$ cat config.mk
export PLATFORM = sky130hd
export DESIGN_NAME = crc_stream_engine
export DESIGN_NICKNAME = d
export VERILOG_FILES = /design/src/rtl/crc_stream_engine.sv
export SDC_FILE = /design/constraint.sdc
export NUM_CORES = 1
export LEC_CHECK = 0
export BUFFER_PORTS_ARGS = -buffer_cell sky130_fd_sc_hd__buf_2
export CAP_MARGIN = 25
export CELL_PAD_IN_SITES_DETAIL_PLACEMENT = 1
export CELL_PAD_IN_SITES_GLOBAL_PLACEMENT = 1
export CORE_UTILIZATION = 42
export DETAILED_ROUTE_END_ITERATION = 6
export HOLD_SLACK_MARGIN = 0.03
export PLACE_DENSITY_LB_ADDON = 0.1
export SYNTH_ARGS = -nofsm -noshare
export SYNTH_HDL_FRONTEND = slang
export SYNTH_SLANG_ARGS = --single-unit
$ cat constraint.sdc
create_clock -name clk -period 6 [get_ports clk]
set_clock_uncertainty 0.15 [all_clocks]
set_input_delay 1.2 -clock clk [delete_from_list [all_inputs] [get_ports clk]]
set_output_delay 1.2 -clock clk [all_outputs]
set_load 0.05 [all_outputs]
$ cat src/rtl/crc_stream_engine.sv
// Streaming CRC: one beat per cycle, unrolled bitwise LFSR; result valid the cycle after the last beat.
// Backpressure: s_ready drops while a result is held; crc_ready releases it and re-arms the register.
module crc_stream_engine #(
   parameter int               DATA_W  = 32,
   parameter int               CRC_W   = 32,
   parameter logic [CRC_W-1:0] POLY    = 32'h04C11DB7,
   parameter logic [CRC_W-1:0] INIT    = 32'hFFFFFFFF,
   parameter bit               REFIN   = 1'b1,
   parameter bit               REFOUT  = 1'b1,
   parameter logic [CRC_W-1:0] XOROUT  = 32'hFFFFFFFF,
   parameter logic [CRC_W-1:0] RESIDUE = 32'hC704DD7B,
   parameter int               LEN_W   = 16
) (
   input  logic                clk,
   input  logic                rst,
   input  logic                s_valid,
   output logic                s_ready,
   input  logic [DATA_W-1:0]   s_data,
   input  logic [DATA_W/8-1:0] s_keep,
   input  logic                s_last,
   input  logic                mode_check,
   output logic                crc_valid,
   input  logic                crc_ready,
   output logic [CRC_W-1:0]    crc_out,
   output logic                crc_ok,
   output logic [LEN_W-1:0]    byte_cnt
);

   localparam int NB = DATA_W / 8;

   typedef enum logic {RUN, HOLD} state_t;

   typedef struct packed {
      logic [CRC_W-1:0] crc;
      logic             ok;
      logic [LEN_W-1:0] cnt;
   } result_t;

   state_t           state;
   result_t          res;
   logic [CRC_W-1:0] crc_reg;
   logic [CRC_W-1:0] crc_nxt;
   logic [LEN_W-1:0] cnt_reg;
   logic [LEN_W-1:0] cnt_nxt;
   logic [NB-1:0]    keep_eff;
   logic             accept;

   function automatic logic [CRC_W-1:0] bitrev(input logic [CRC_W-1:0] v);
      logic [CRC_W-1:0] r;
      r = '0;
      for (int k = 0; k < CRC_W; k++) r[k] = v[CRC_W-1-k];
      return r;
   endfunction

   assign accept   = s_valid && s_ready;
   assign keep_eff = s_last ? s_keep : '1;

   // Kept bytes are contiguous from byte 0, so per-byte gating preserves wire order.
   always_comb begin : crc_unroll
      logic [CRC_W-1:0] r;
      logic             b;
      logic             fb;
      r  = crc_reg;
      b  = 1'b0;
      fb = 1'b0;
      for (int i = 0; i < NB; i++) begin
         if (keep_eff[i]) begin
            for (int j = 0; j < 8; j++) begin
               b  = REFIN ? s_data[8*i+j] : s_data[8*i+7-j];
               fb = r[CRC_W-1] ^ b;
               r  = (r << 1) ^ (fb ? POLY : '0);
            end
         end
      end
      crc_nxt = r;
   end

   always_comb begin : cnt_add
      logic [LEN_W:0] sum;
      sum = {1'b0, cnt_reg};
      for (int i = 0; i < NB; i++) sum = sum + {{LEN_W{1'b0}}, keep_eff[i]};
      cnt_nxt = sum[LEN_W] ? '1 : sum[LEN_W-1:0];
   end

   always_ff @(posedge clk) begin
      if (rst) begin
         state     <= RUN;
         crc_reg   <= INIT;
         cnt_reg   <= '0;
         s_ready   <= 1'b1;
         crc_valid <= 1'b0;
         res       <= '0;
      end else begin
         case (state)
            RUN: begin
               if (accept) begin
                  crc_reg <= crc_nxt;
                  cnt_reg <= cnt_nxt;
                  if (s_last) begin
                     res.crc   <= (REFOUT ? bitrev(crc_nxt) : crc_nxt) ^ XOROUT;
                     res.ok    <= mode_check && (crc_nxt == RESIDUE);
                     res.cnt   <= cnt_nxt;
                     state     <= HOLD;
                     s_ready   <= 1'b0;
                     crc_valid <= 1'b1;
                  end
               end
            end
            HOLD: begin
               if (crc_ready) begin
                  state     <= RUN;
                  crc_reg   <= INIT;
                  cnt_reg   <= '0;
                  s_ready   <= 1'b1;
                  crc_valid <= 1'b0;
               end
            end
            default: state <= RUN;
         endcase
      end
   end

   assign crc_out  = res.crc;
   assign crc_ok   = res.ok;
   assign byte_cnt = res.cnt;

endmodule

# Word level (Yosys, flattened, before mapping)
# Index checks and enable logic that the tools add are counted.
# W data, S select, Z words.
[totals]
output_inout_bits = 51
elab_cells = 143
reg_bits = 100
[op_classes]
addsub = 4
eq_ne = 4
bitwise = 66
muxes = 56
reduce_logical = 5
[op_table]
columns = ["operator", "count"]
rows = [
  ["$xor A32 B27 Y32", 32],
  ["$mux W27", 32],
  ["$mux W32", 6],
  ["$pmux W32 S2", 1],
  ["$add A17 B1 Y17", 3],
  ["$mux W16", 3],
  ["$eq A32 B32 Y1 const B", 1],
  ["$not A32 Y32", 1],
  ["$pmux W16 S2", 1],
  ["$xor A1 B1 Y1", 32],
  ["$add A16 B1 Y17", 1],
  ["$mux W1", 9],
  ["$ne A2 B2 Y1 const B", 3],
  ["$pmux W1 S2", 3],
  ["$reduce_and A3 Y1", 2],
  ["$mux W4", 1],
  ["$logic_and A1 B1 Y1", 2],
  ["$reduce_and A2 Y1", 1],
  ["$not A1 Y1", 1],
]

# Longest topological paths before layout
# Gate-level depths: netlist of run 1.
[logic_depth]
depth_word = 102
ltp_mapped = 22

# Least setup slack after synthesis of run 1
# OpenSTA, ideal clock, no wires.
[synth_path]
kind = "input-to-reg"
from = "input s_data[0]"
to = "register res (netlist bit crc_ok)"
required_time_ns = 5.766
path_slack_ns = 0.035
arrival_time_ns = 5.731
path_stages = 17
path_cell_list = "xnor2_2 -> xnor3_1 -> mux2i_2 -> nand2_2 -> xnor2_1 -> xor3_1 -> mux2i_2 -> xnor2_2 -> xnor3_1 -> a21oi_1 -> xnor2_2 -> xnor3_1 -> mux2i_4 -> nand4bb_1 -> nor4_2 -> nand4_1 -> o31ai_2"
[synth_via]
elab_chain_len = 50
[synth_rtl]
columns = ["element", "line", "rtl"]
rows = [
  ["from (decl)", "18", "input logic [DATA_W-1:0] s_data,"],
  ["$xor A1 B1 Y1 *", "70", "fb = r[CRC_W-1] ^ b;"],
  ["$mux W27 *", "71", "r = (r << 1) ^ (fb ? POLY : '0);"],
  ["$xor A32 B27 Y32 * (6 in a row)", "71", ""],
  ["$xor A1 B1 Y1", "70", ""],
  ["$mux W27", "71", ""],
  ["$xor A32 B27 Y32 * (2 in a row)", "71", ""],
  ["$mux W32 *", "67", "if (keep_eff[i]) begin"],
  ["$xor A32 B27 Y32 (4 in a row)", "71", ""],
  ["[... 19 more ...]", "-", ""],
  ["$mux W27", "71", ""],
  ["$xor A32 B27 Y32 (6 in a row)", "71", ""],
  ["$xor A1 B1 Y1", "70", ""],
  ["$mux W27", "71", ""],
  ["$xor A32 B27 Y32 (2 in a row)", "71", ""],
  ["$mux W32 *", "67", ""],
  ["$eq A32 B32 Y1 *", "101", "res.ok <= mode_check && (crc_nxt == RESIDUE);"],
  ["$logic_and A1 B1 Y1 *", "101", ""],
  ["to (decl)", "40", "result_t res;"],
]
# Every way passes the cells marked *; elsewhere a longest branch is shown, timed or not.
# A chain may end at the register's enable or synchronous reset.

# Final worst setup path of run 1
[layout_path]
from = "input s_data[4]"
to = "register res (netlist bit crc_ok)"
[layout_via]
elab_chain_len = 44
[layout_rtl]
columns = ["element", "line"]
rows = [
  ["$xor A1 B1 Y1 *", "70"],
  ["$mux W27 *", "71"],
  ["$xor A32 B27 Y32 * (4 in a row)", "71"],
  ["$mux W32 *", "67"],
  ["$xor A32 B27 Y32 (2 in a row)", "71"],
  ["$xor A1 B1 Y1 / $xor A32 B27 Y32 (equally long branches)", "70, 71"],
  ["$mux W27 / $xor A32 B27 Y32 (equally long branches)", "71"],
  ["$xor A32 B27 Y32", "71"],
  ["[... 24 more ...]", "-"],
  ["$xor A32 B27 Y32 / $mux W27 (equally long branches)", "71"],
  ["$xor A32 B27 Y32", "71"],
  ["$xor A1 B1 Y1 / $xor A32 B27 Y32 (equally long branches)", "70, 71"],
  ["$mux W27 / $xor A32 B27 Y32 (equally long branches)", "71"],
  ["$xor A32 B27 Y32", "71"],
  ["$mux W32 *", "67"],
  ["$eq A32 B32 Y1 *", "101"],
  ["$logic_and A1 B1 Y1 *", "101"],
]
# Marks and branches as above.

==> impl_metrics.csv, run 1 <==
group,metric,value,unit
status,outcome,"finished clean",
synth,synth_common_cells,"136 x xnor2_1, 120 x nor2_1, 100 x dfxtp_1",
floorplanning,dieWidth,153,µm
global_routing,grt_pass1_wl,52.2,mm
layout,seqCellArea,2000,µm²
synth,ys_async_sr_fraction,0,
clock_network,hold_buffers,0,
layout,multi_input_area,7420,µm²
synth,ys_ff_latch,100,
worst_setup_path,cp-end-kind,"register",
worst_setup_path,crit_fanout,4,
place,gp_congestion,0.896,
hold_path,min_path_type,"register to register",
worst_setup_path,timing.rr.start,"crc_reg[27]$_SDFFE_PP1P_",
worst_setup_path,crit_cells,19,
layout,num-fill-cells,2645,
timing,tightest_slew,0.959,ns
timing,drv_slew,0,
clock_network,insertion_delay,0.36,ns
flow_run,cap_viol_max_count,0,
global_routing,grt_start_max_net_pins,100,
floorplanning,start_util,0.434,
synth,syn_nets,1114,
clock_network,cts_tree,"built",
detailed_routing,wl_per_cell,21.1,µm
synth,avgSynthCellArea,9.00,µm²
worst_setup_path,critPathTopFamily,"XOR/XNOR gates",
synth,netlist_area,9610,µm²
layout,area_delta_synth_final,27.8,%
worst_setup_path,critPathBufInv,2,
synth,synth_cell_types,68,
synth,synth_top_area_frac,0.208,
timing,fmax,0.171,GHz
floorplanning,coreArea,22200,µm²
worst_setup_path,r2r_cells,21,
floorplanning,die_area,23500,µm²
timing,slew_headroom,0.361,
worst_setup_path,start_kind,"input pin",
synth,synth_edf_count,0,
floorplanning,rows,54,
worst_setup_path,crit_type,"input pin to register",
timing,setup_viol,0,
layout,drive_gt1_frac,0.306,
floorplanning,die_y,153,µm
worst_setup_path,endpoint,"crc_ok$_SDFFE_PP0P_",
worst_setup_path,r2r-end,"crc_ok$_SDFFE_PP0P_",
layout,nets,1373,
detailed_routing,drc,0,
place,dp.cells,1584,
detailed_routing,antenna_left,0,
worst_setup_path,crit_slowest_cell,"xnor3_1",
global_routing,antenna_found_initial,1,
timing,fin_ws,0.160,ns
worst_setup_path,required,6.12,ns
worst_setup_path,crit_arrival,5.96,ns
worst_setup_path,slowest_delay,0.51,ns
synth,synth.area.top_cells,"dfxtp_1 21%, xnor2_1 12%, xnor3_1 12%",
global_routing,track_usage,0.293,
timing,rsz0062_at_grt,"true",
layout,instances_no_fill,1612,
detailed_routing,vias_per_cell,5.42,
worst_setup_path,crit_start,"s_data[4]",
place,place_ws,-0.461,ns
clock_network,cts_sinks,100,
clock_network,clk_pin_slew,0.07,ns
worst_setup_path,path_cells,"buf_2, xnor2_4, xnor3_1, o21a_1, xor2_1, xnor3_1, xnor2_2, o21a_1, buf_4, xor3_1, mux2i_4, xor2_4, xnor3_1, xnor3_1, mux2i_2, nand3b_1, nor4_2, nand4_1, o31ai_2",
clock_network,cts.path.max_buffers,2,
synth,yosysSeqAreaShare,0.208,
global_routing,first_global_vias,8990,
layout,num_antenna_cells,0,
synth,synth_cells,1068,
timing,fin_crit,5.84,ns
detailed_routing,vias,8745,
synth,yosys.area.top_type,"dfxtp_1",
synth,ys_warn_count,0,
worst_setup_path,ff2ff_setup_slack,0.48,ns
clock_network,clock-root-buffer,"clkbuf_16",
timing,timing_hold_violations_final,0,
detailed_routing,drtIter0Drc,514,
synth,ys.flop_type,"dfxtp_1",
place,place.detailed.hpwl,27.3,mm
global_routing,grt_overflow,0,
synth,yosysMostFrequentCell,"xnor2_1",
hold_path,hold_start,"crc_out[4]$_SDFFE_PP0P_",
detailed_routing,drt-pass1-iter-count,5,
detailed_routing,wl,34.0,mm
clock_network,htreeDepth,3,
place,portBuffers,92,
timing,fin_crit_sh,0.973,
clock_network,cts_buffers,9,
floorplanning,ioPinCount,93,
worst_setup_path,cpMostUsedCell,"xnor3_1",
[worst register-to-register path: stages (launching register included)]
cell and delay [ns]:
dfxtp_1 0.61, xnor3_1 0.44, xnor3_1 0.28, mux2i_2 0.27
nand2_2 0.11, xnor2_1 0.34, xor3_1 0.29, mux2i_2 0.15
buf_4 0.16, xnor2_2 0.16, xnor3_1 0.44, a21oi_1 0.16
buf_4 0.17, xnor2_2 0.16, buf_4 0.21, buf_4 0.14
xnor3_1 0.39, a21oi_1 0.35, nand4bb_1 0.20, nor4_2 0.05
nand4_1 0.11, o31ai_2 0.06
[metrics by stage]
step / hold slack [ns] / setup TNS, ns / utilization / cell area [µm²]
2_1_floorplan: 0.315 / 0 / - / 9610
5_1_grt: 0.336 / -0.103 / 0.554 / 12300
6_report: 0.313 / 0 / 0.554 / 12300
3_3_place_gp: 0.293 / -2.12 / 0.531 / 11800
3_5_place_dp: 0.301 / -6.57 / 0.531 / 11800
4_1_cts: 0.313 / 0 / 0.546 / 12100
[layer usage]
metal	wire length, µm	vias to the layer above	share of wire	global-route usage
met1	15700	4325	0.46	0.396
li1	-	4186	-	-
met3	1770	29	0.052	0.0488
met4	435	0	0.013	0.0462
met2	16100	205	0.47	0.495
met5	0	-	0	0
[cell usage in the layout (no fill, tap or decap), types with 48 or more instances in the layout]
master   Yosys  layout
xor2_1      63      61
o21ai_0     50      48
nand2_1     80      80
a21oi_1     74      74
buf_2        6      91
xnor3_1     51      50
dfxtp_1    100     100
nor2_1     120     120
mux2i_1     52      49
xnor2_1    136     129
buf_4        0     222
[worst min-delay path by stage]
| stage | to | slack (ns) | cells past startpoint |
|---|---|---|---|
| 4_1_cts | crc_out[4]$_SDFFE_PP0P_ | 0.31 | 2 |
| 3_3_place_gp | crc_out[4]$_SDFFE_PP0P_ | 0.29 | 2 |
| 2_1_floorplan | crc_reg[1]$_SDFFE_PP1P_ | 0.32 | 2 |
| 6_report | crc_out[4]$_SDFFE_PP0P_ | 0.31 | 2 |
| 5_1_grt | crc_out[17]$_SDFFE_PP0P_ | 0.34 | 2 |
| 3_5_place_dp | crc_out[4]$_SDFFE_PP0P_ | 0.30 | 2 |
[area by class of cell]
cell class | instances | area share
multi-input combinational | 891 | 0.604
clock buffer | 9 | 0.0183
inverter | 8 | 0.00244
timing repair buffer | 317 | 0.177
tap | 280 | 0.0285
sequential | 100 | 0.163
clock inverter | 7 | 0.00672
[cell families after synthesis]
family | Yosys count | synth area share
muxes | 61 | 0.0691
and+or+nand+nor | 322 | 0.158
DFF | 100 | 0.208
buffers and inverters | 77 | 0.0309
xor gates and xnor gates | 287 | 0.387
AOI/OAI and AO/OA | 217 | 0.140
adders and majority gates | 4 | 0.00755
[repair_timing]
| item | 4_1_cts | 5_1_grt |
|---|---|---|
| setup endpoints to repair | 3 | 19 |
| gates resized for setup | 2 | 23 |
| buffers inserted | 2 | 9 |
| pin swaps | 2 | 13 |
| hold endpoints to repair | 0 | 0 |
Power of run 1 is left out: the tool's default activity adds up to more than one toggle a clock period on the data nets, which glitch-free logic cannot reach.
==> inputs of run 2 (changes only) <==
Settings changed: ABC_AREA set to 1, CORE_UTILIZATION 42 to 38.
==> run 2 against run 1 <==
Effect of this change:
- synthesized area is 24% higher
- register-to-register slack better by 0.47 ns
- largest cell class unchanged
- setup slack better by 0.24 ns
==> impl_metrics.csv, run 2 <==
group,metric,value,unit
hold_path,min_path_type,"register to register",
global_routing,antenna_found_initial,0,
power,pwr_density_cell,731,nW/µm²
floorplanning,die_area,32000,µm²
layout,drive_gt1_frac,0.152,
worst_setup_path,crit_slowest_cell,"buf_4",
clock_network,clk_pin_slew,0.08,ns
detailed_routing,wl_per_cell,20.4,µm
global_routing,grt_overflow,0,
clock_network,clock-root-buffer,"clkbuf_16",
worst_setup_path,slowest_delay,0.32,ns
status,outcome,"finished clean",
detailed_routing,drc,0,
clock_network,insertion_delay,0.36,ns
synth,synth_cells,2184,
timing,fin_ws,0.405,ns
layout,nets,2298,
synth,yosysSeqAreaShare,0.168,
clock_network,cts_buffers,9,
layout,most-common-layout-cells,"927 x nand2_1, 311 x nand3_1, 200 x inv_1",
worst_setup_path,timing.rr.start,"crc_reg[31]$_SDFFE_PP1P_",
synth,yosys.area.top_type,"nand2_1",
hold_path,hold_start,"crc_valid$_SDFFE_PP0P_",
layout,final_core_util,0.425,
floorplanning,dieWidth,179,µm
timing,rsz0062_at_grt,"false",
detailed_routing,drt-pass1-iter-count,5,
synth,synth_edf_count,0,
synth,syn_nets,2230,
timing,setup_viol,0,
clock_network,post_cts_resized,0,
detailed_routing,antenna_left,0,
place,portBuffers,92,
worst_setup_path,r2r_cells,38,
synth,synth-compound-area-share,0.0960,
synth,ys_async_sr_fraction,0,
floorplanning,coreArea,30700,µm²
layout,multi_input_area,8730,µm²
timing,setup-tns-final,0,ns
timing,fin_crit,5.60,ns
clock_network,htreeDepth,3,
global_routing,grt_pass1_wl,82.6,mm
clock_network,cts_tree,"built",
global_routing,first_global_vias,14150,
synth,synth_top_area_frac,0.293,
layout,area_delta_synth_final,9.70,%
worst_setup_path,crit_fanout,29,
place,place.detailed.hpwl,44.9,mm
detailed_routing,drtIter0Drc,1052,
synth,synth_cell_types,45,
floorplanning,die_y,179,µm
clock_network,cts.path.max_buffers,2,
synth,ys_warn_count,0,
synth,ys.flop_type,"dfxtp_1",
timing,timing_hold_violations_final,0,
place,dp.cells,2637,
flow_run,cap_viol_max_count,0,
synth,netlist_area,11900,µm²
synth,avgSynthCellArea,5.44,µm²
floorplanning,rows,64,
power,power_leakage,7.43,nW
timing,fin_crit_sh,0.933,
synth,yosys.area_share.simple,0.592,
layout,instances_no_fill,2653,
layout,num-fill-cells,4465,
detailed_routing,vias_per_cell,5.51,
synth,synth_xor_area_frac,0.0391,
layout,seqCellArea,2000,µm²
layout,final_area,13000,µm²
synth,synth.area.top_cells,"nand2_1 29%, dfxtp_1 17%, nand3_1 13%",
timing,fmax,0.179,GHz
synth,synthMuxAreaShare,0,
global_routing,track_usage,0.341,
global_routing,grt_start_max_net_pins,58,
place,gp_congestion,1.01,
worst_setup_path,crit_type,"input pin to register",
worst_setup_path,r2r-end,"crc_ok$_SDFFE_PP0P_",
power,power,9.52,mW
clock_network,cts_sinks,100,
timing,holdWs,0.327,ns
worst_setup_path,required,6.15,ns
synth,yosysMostFrequentCell,"nand2_1",
synth,synth_top_family_by_area,"simple AND/OR/NAND/NOR gates",
timing,slew_headroom,0.458,
clock_network,hold_buffers,0,
worst_setup_path,cp-end-kind,"register",
synth,synth_common_cells,"927 x nand2_1, 311 x nand3_1, 200 x inv_1",
layout,num_antenna_cells,0,
worst_setup_path,start_kind,"input pin",
worst_setup_path,crit_arrival,5.74,ns
hold_path,hold_end,"crc_valid$_SDFFE_PP0P_",
floorplanning,start_util,0.387,
layout,layout_commonest_cell,"nand2_1",
detailed_routing,vias,14609,
timing,tightest_slew,0.812,ns
floorplanning,ioPinCount,93,
synth,ys_ff_latch,100,
hold_path,min_path_cells,2,
worst_setup_path,cpMostUsedCell,"nand2_1",
place,place_ws,0.148,ns
clock_network,post_cts_buffers,0,
place,placed_area,12700,µm²
power,vdd_ir_drop_max,226,µV
worst_setup_path,ff2ff_setup_slack,0.95,ns
timing,drv_slew,0,
detailed_routing,wl,54.2,mm
synth,synth-adder-area-share,0.00611,
-- run 2: worst max path at each step --
stage               from                        to  slack, ns  cells after the start
3_5_place_dp      s_last  crc_reg[24]$_SDFFE_PP1P_       0.15                     29
2_1_floorplan     s_last  cnt_reg[14]$_SDFFE_PP0P_       0.68                     20
4_1_cts           s_last  crc_reg[24]$_SDFFE_PP1P_       0.51                     29
6_report          s_last       crc_ok$_SDFFE_PP0P_       0.40                     32
5_1_grt        s_data[2]       crc_ok$_SDFFE_PP0P_       0.03                     34
3_3_place_gp      s_last  crc_reg[24]$_SDFFE_PP1P_       0.18                     29
-- run 2: cell families (layout without fill, tap and decap cells) --
kind of cell	Yosys count	count (layout)
fa+ha+maj	4	4
simple gates	1539	1539
buf+inv	288	361
compound gates	200	200
xor+xnor	53	53
flops	100	100
-- run 2: area by class of cell --
| class | count | share of cell area |
|---|---|---|
| multi-input combinational | 1796 | 0.670 |
| clock inverter | 6 | 0.00461 |
| timing repair buffer | 120 | 0.0515 |
| tap | 396 | 0.0380 |
| clock buffer | 10 | 0.0176 |
| sequential | 100 | 0.154 |
| inverter | 225 | 0.0650 |
-- run 2: worst max-delay path: cells and delay by family --
kind	cells	cell delay, ns
AO/OA/AOI/OAI	2	0.33
buffers and inverters	6	1.33
AND/OR/NAND/NOR	24	2.82
-- run 2: per-layer routing --
layer,GRT usage,part of all wire,vias up
met5,0,0,-
met4,0.0936,0.026,0
met1,0.473,0.47,7053
met2,0.565,0.46,423
li1,-,-,7071
met3,0.0259,0.047,62
-- run 2: where the power goes --
| part | total [mW] | internal, mW | switching, mW |
|---|---|---|---|
| registers | 0.895 | 0.776 | 0.120 |
| logic | 8.05 | 2.18 | 5.87 |
| clock network | 0.578 | 0.291 | 0.288 |
Note: power is estimated with default switching activity, not from simulation.
==> inputs of run 3 (changes only) <==
Settings changed: CORE_UTILIZATION 38 to 42.
Clock period 6 ns to 5.86 ns, I/O delays scaled along.
==> run 3 against run 2 <==
Effect of this change:
- final area is 0.88% higher
- critical endpoint unchanged
- utilization rose by 4.8 points
- worst hold slack gained 0.011 ns
- critical path type unchanged
- global-route usage is 3.2 points higher
==> impl_metrics.csv, run 3 (synthesis results as in run 2) <==
group,metric,value,unit
worst_setup_path,cpMostUsedCell,"nand2_1",
worst_setup_path,crit_fanout,9,
detailed_routing,drc,0,
clock_network,hold_buffers,0,
clock_network,post_cts_resized,0,
flow_run,cap_viol_max_count,0,
layout,layout_commonest_cell,"nand2_1",
clock_network,insertion_delay,0.35,ns
worst_setup_path,start_kind,"input pin",
layout,most-common-layout-cells,"927 x nand2_1, 311 x nand3_1, 200 x inv_1",
worst_setup_path,ff2ff_setup_slack,0.83,ns
worst_setup_path,r2r-end,"crc_ok$_SDFFE_PP0P_",
place,gp_congestion,0.969,
global_routing,antenna_found_initial,0,
layout,multi_input_area,8740,µm²
clock_network,cts_buffers,9,
clock_network,post_cts_buffers,0,
floorplanning,ioPinCount,93,
floorplanning,die_y,170,µm
floorplanning,rows,61,
global_routing,grt_overflow,0,
clock_network,cts.path.max_buffers,2,
layout,num_antenna_cells,0,
timing,fmax,0.181,GHz
power,vdd_ir_drop_max,223,µV
timing,rsz0062_at_grt,"false",
power,pwr_density_cell,746,nW/µm²
worst_setup_path,endpoint,"crc_ok$_SDFFE_PP0P_",
worst_setup_path,critPathBufInv,3,
detailed_routing,wl_per_cell,20.5,µm
timing,drv_slew,0,
worst_setup_path,required,6.00,ns
worst_setup_path,timing.rr.start,"crc_reg[26]$_SDFFE_PP1P_",
detailed_routing,antenna_left,0,
worst_setup_path,r2r_cells,38,
place,place_ws,0.0276,ns
timing,slew_headroom,0.361,
clock_network,clock-root-buffer,"clkbuf_16",
clock_network,cts_tree,"built",
global_routing,grt_start_max_net_pins,76,
worst_setup_path,slowest_delay,0.34,ns
floorplanning,start_util,0.428,
power,power_leakage,7.52,nW
timing,tightest_slew,0.949,ns
worst_setup_path,crit_slowest_cell,"a21oi_2",
worst_setup_path,cp-end-kind,"register",
layout,seqCellArea,2000,µm²
layout,num-fill-cells,4188,
worst_setup_path,crit_start,"s_data[5]",
global_routing,first_global_vias,14450,
timing,setup_viol,0,
layout,final_core_util,0.473,
global_routing,grt_pass1_wl,82.4,mm
detailed_routing,wl,54.2,mm
global_routing,track_usage,0.373,
timing,setup-tns-final,0,ns
detailed_routing,drt-pass1-iter-count,5,
timing,timing_hold_violations_final,0,
clock_network,clk_pin_slew,0.08,ns
clock_network,htreeDepth,3,
power,power,9.81,mW
hold_path,min_path_type,"register to register",
clock_network,cts_sinks,100,
status,outcome,"finished clean",
timing,holdWs,0.338,ns
worst_setup_path,crit_type,"input pin to register",
layout,area_delta_synth_final,10.7,%
layout,drive_gt1_frac,0.158,
worst_setup_path,crit_arrival,5.66,ns
timing,fin_ws,0.342,ns
timing,fin_crit,5.52,ns
detailed_routing,drtIter0Drc,1184,
worst_setup_path,critPathTopFamily,"simple AND/OR/NAND/NOR gates",
timing,fin_crit_sh,0.942,
layout,nets,2315,
detailed_routing,vias_per_cell,5.64,
place,place.detailed.hpwl,44.5,mm
place,portBuffers,92,
floorplanning,dieWidth,170,µm
floorplanning,coreArea,27800,µm²
detailed_routing,vias,14969,
worst_setup_path,crit_cells,40,
floorplanning,die_area,29000,µm²
-- run 3: power breakdown --
part | switching, mW | internal (mW) | total, mW
clock network | 0.292 | 0.297 | 0.588
registers | 0.131 | 0.794 | 0.925
logic | 5.99 | 2.30 | 8.30
-- run 3: per-stage QoR --
stage          std cells  area (µm²)
6_report            2652       13100
5_1_grt             2652       13100
4_1_cts             2651       13100
3_5_place_dp        2635       12900
3_3_place_gp        2635       12900
2_1_floorplan       2184       11900
-- run 3: how the worst min path moves through the flow --
stage	slack [ns]	cells past startpoint	to	start
finish	0.34	2	crc_valid$_SDFFE_PP0P_	crc_valid$_SDFFE_PP0P_
CTS	0.35	2	crc_valid$_SDFFE_PP0P_	crc_valid$_SDFFE_PP0P_
global route	0.37	2	crc_valid$_SDFFE_PP0P_	crc_valid$_SDFFE_PP0P_
global placement	0.31	2	crc_valid$_SDFFE_PP0P_	crc_valid$_SDFFE_PP0P_
floorplan	0.30	2	cnt_reg[15]$_SDFFE_PP0P_	cnt_reg[15]$_SDFFE_PP0P_
detailed placement	0.33	2	cnt_reg[15]$_SDFFE_PP0P_	cnt_reg[15]$_SDFFE_PP0P_
-- run 3: worst reg2reg max path: cells and delay by family (launching register included) --
| kind | cells | cell delay (ns) |
|---|---|---|
| compound gates | 2 | 0.45 |
| flops | 1 | 0.46 |
| simple gates | 35 | 3.85 |
| buf+inv | 1 | 0.06 |
-- run 3: final cells by class --
class | instances | share of cell area
clock buffers | 10 | 0.0174
clock inverters | 6 | 0.00409
inverters | 225 | 0.0644
multi-input cells | 1797 | 0.665
flip-flops and latches | 100 | 0.152
well taps | 378 | 0.0360
repair buffers | 136 | 0.0611
-- run 3: metal layers --
layer  share of wire  track usage
met1            0.44        0.493
met2            0.45        0.603
met3           0.066       0.0516
met4           0.044        0.163
met5               0            0
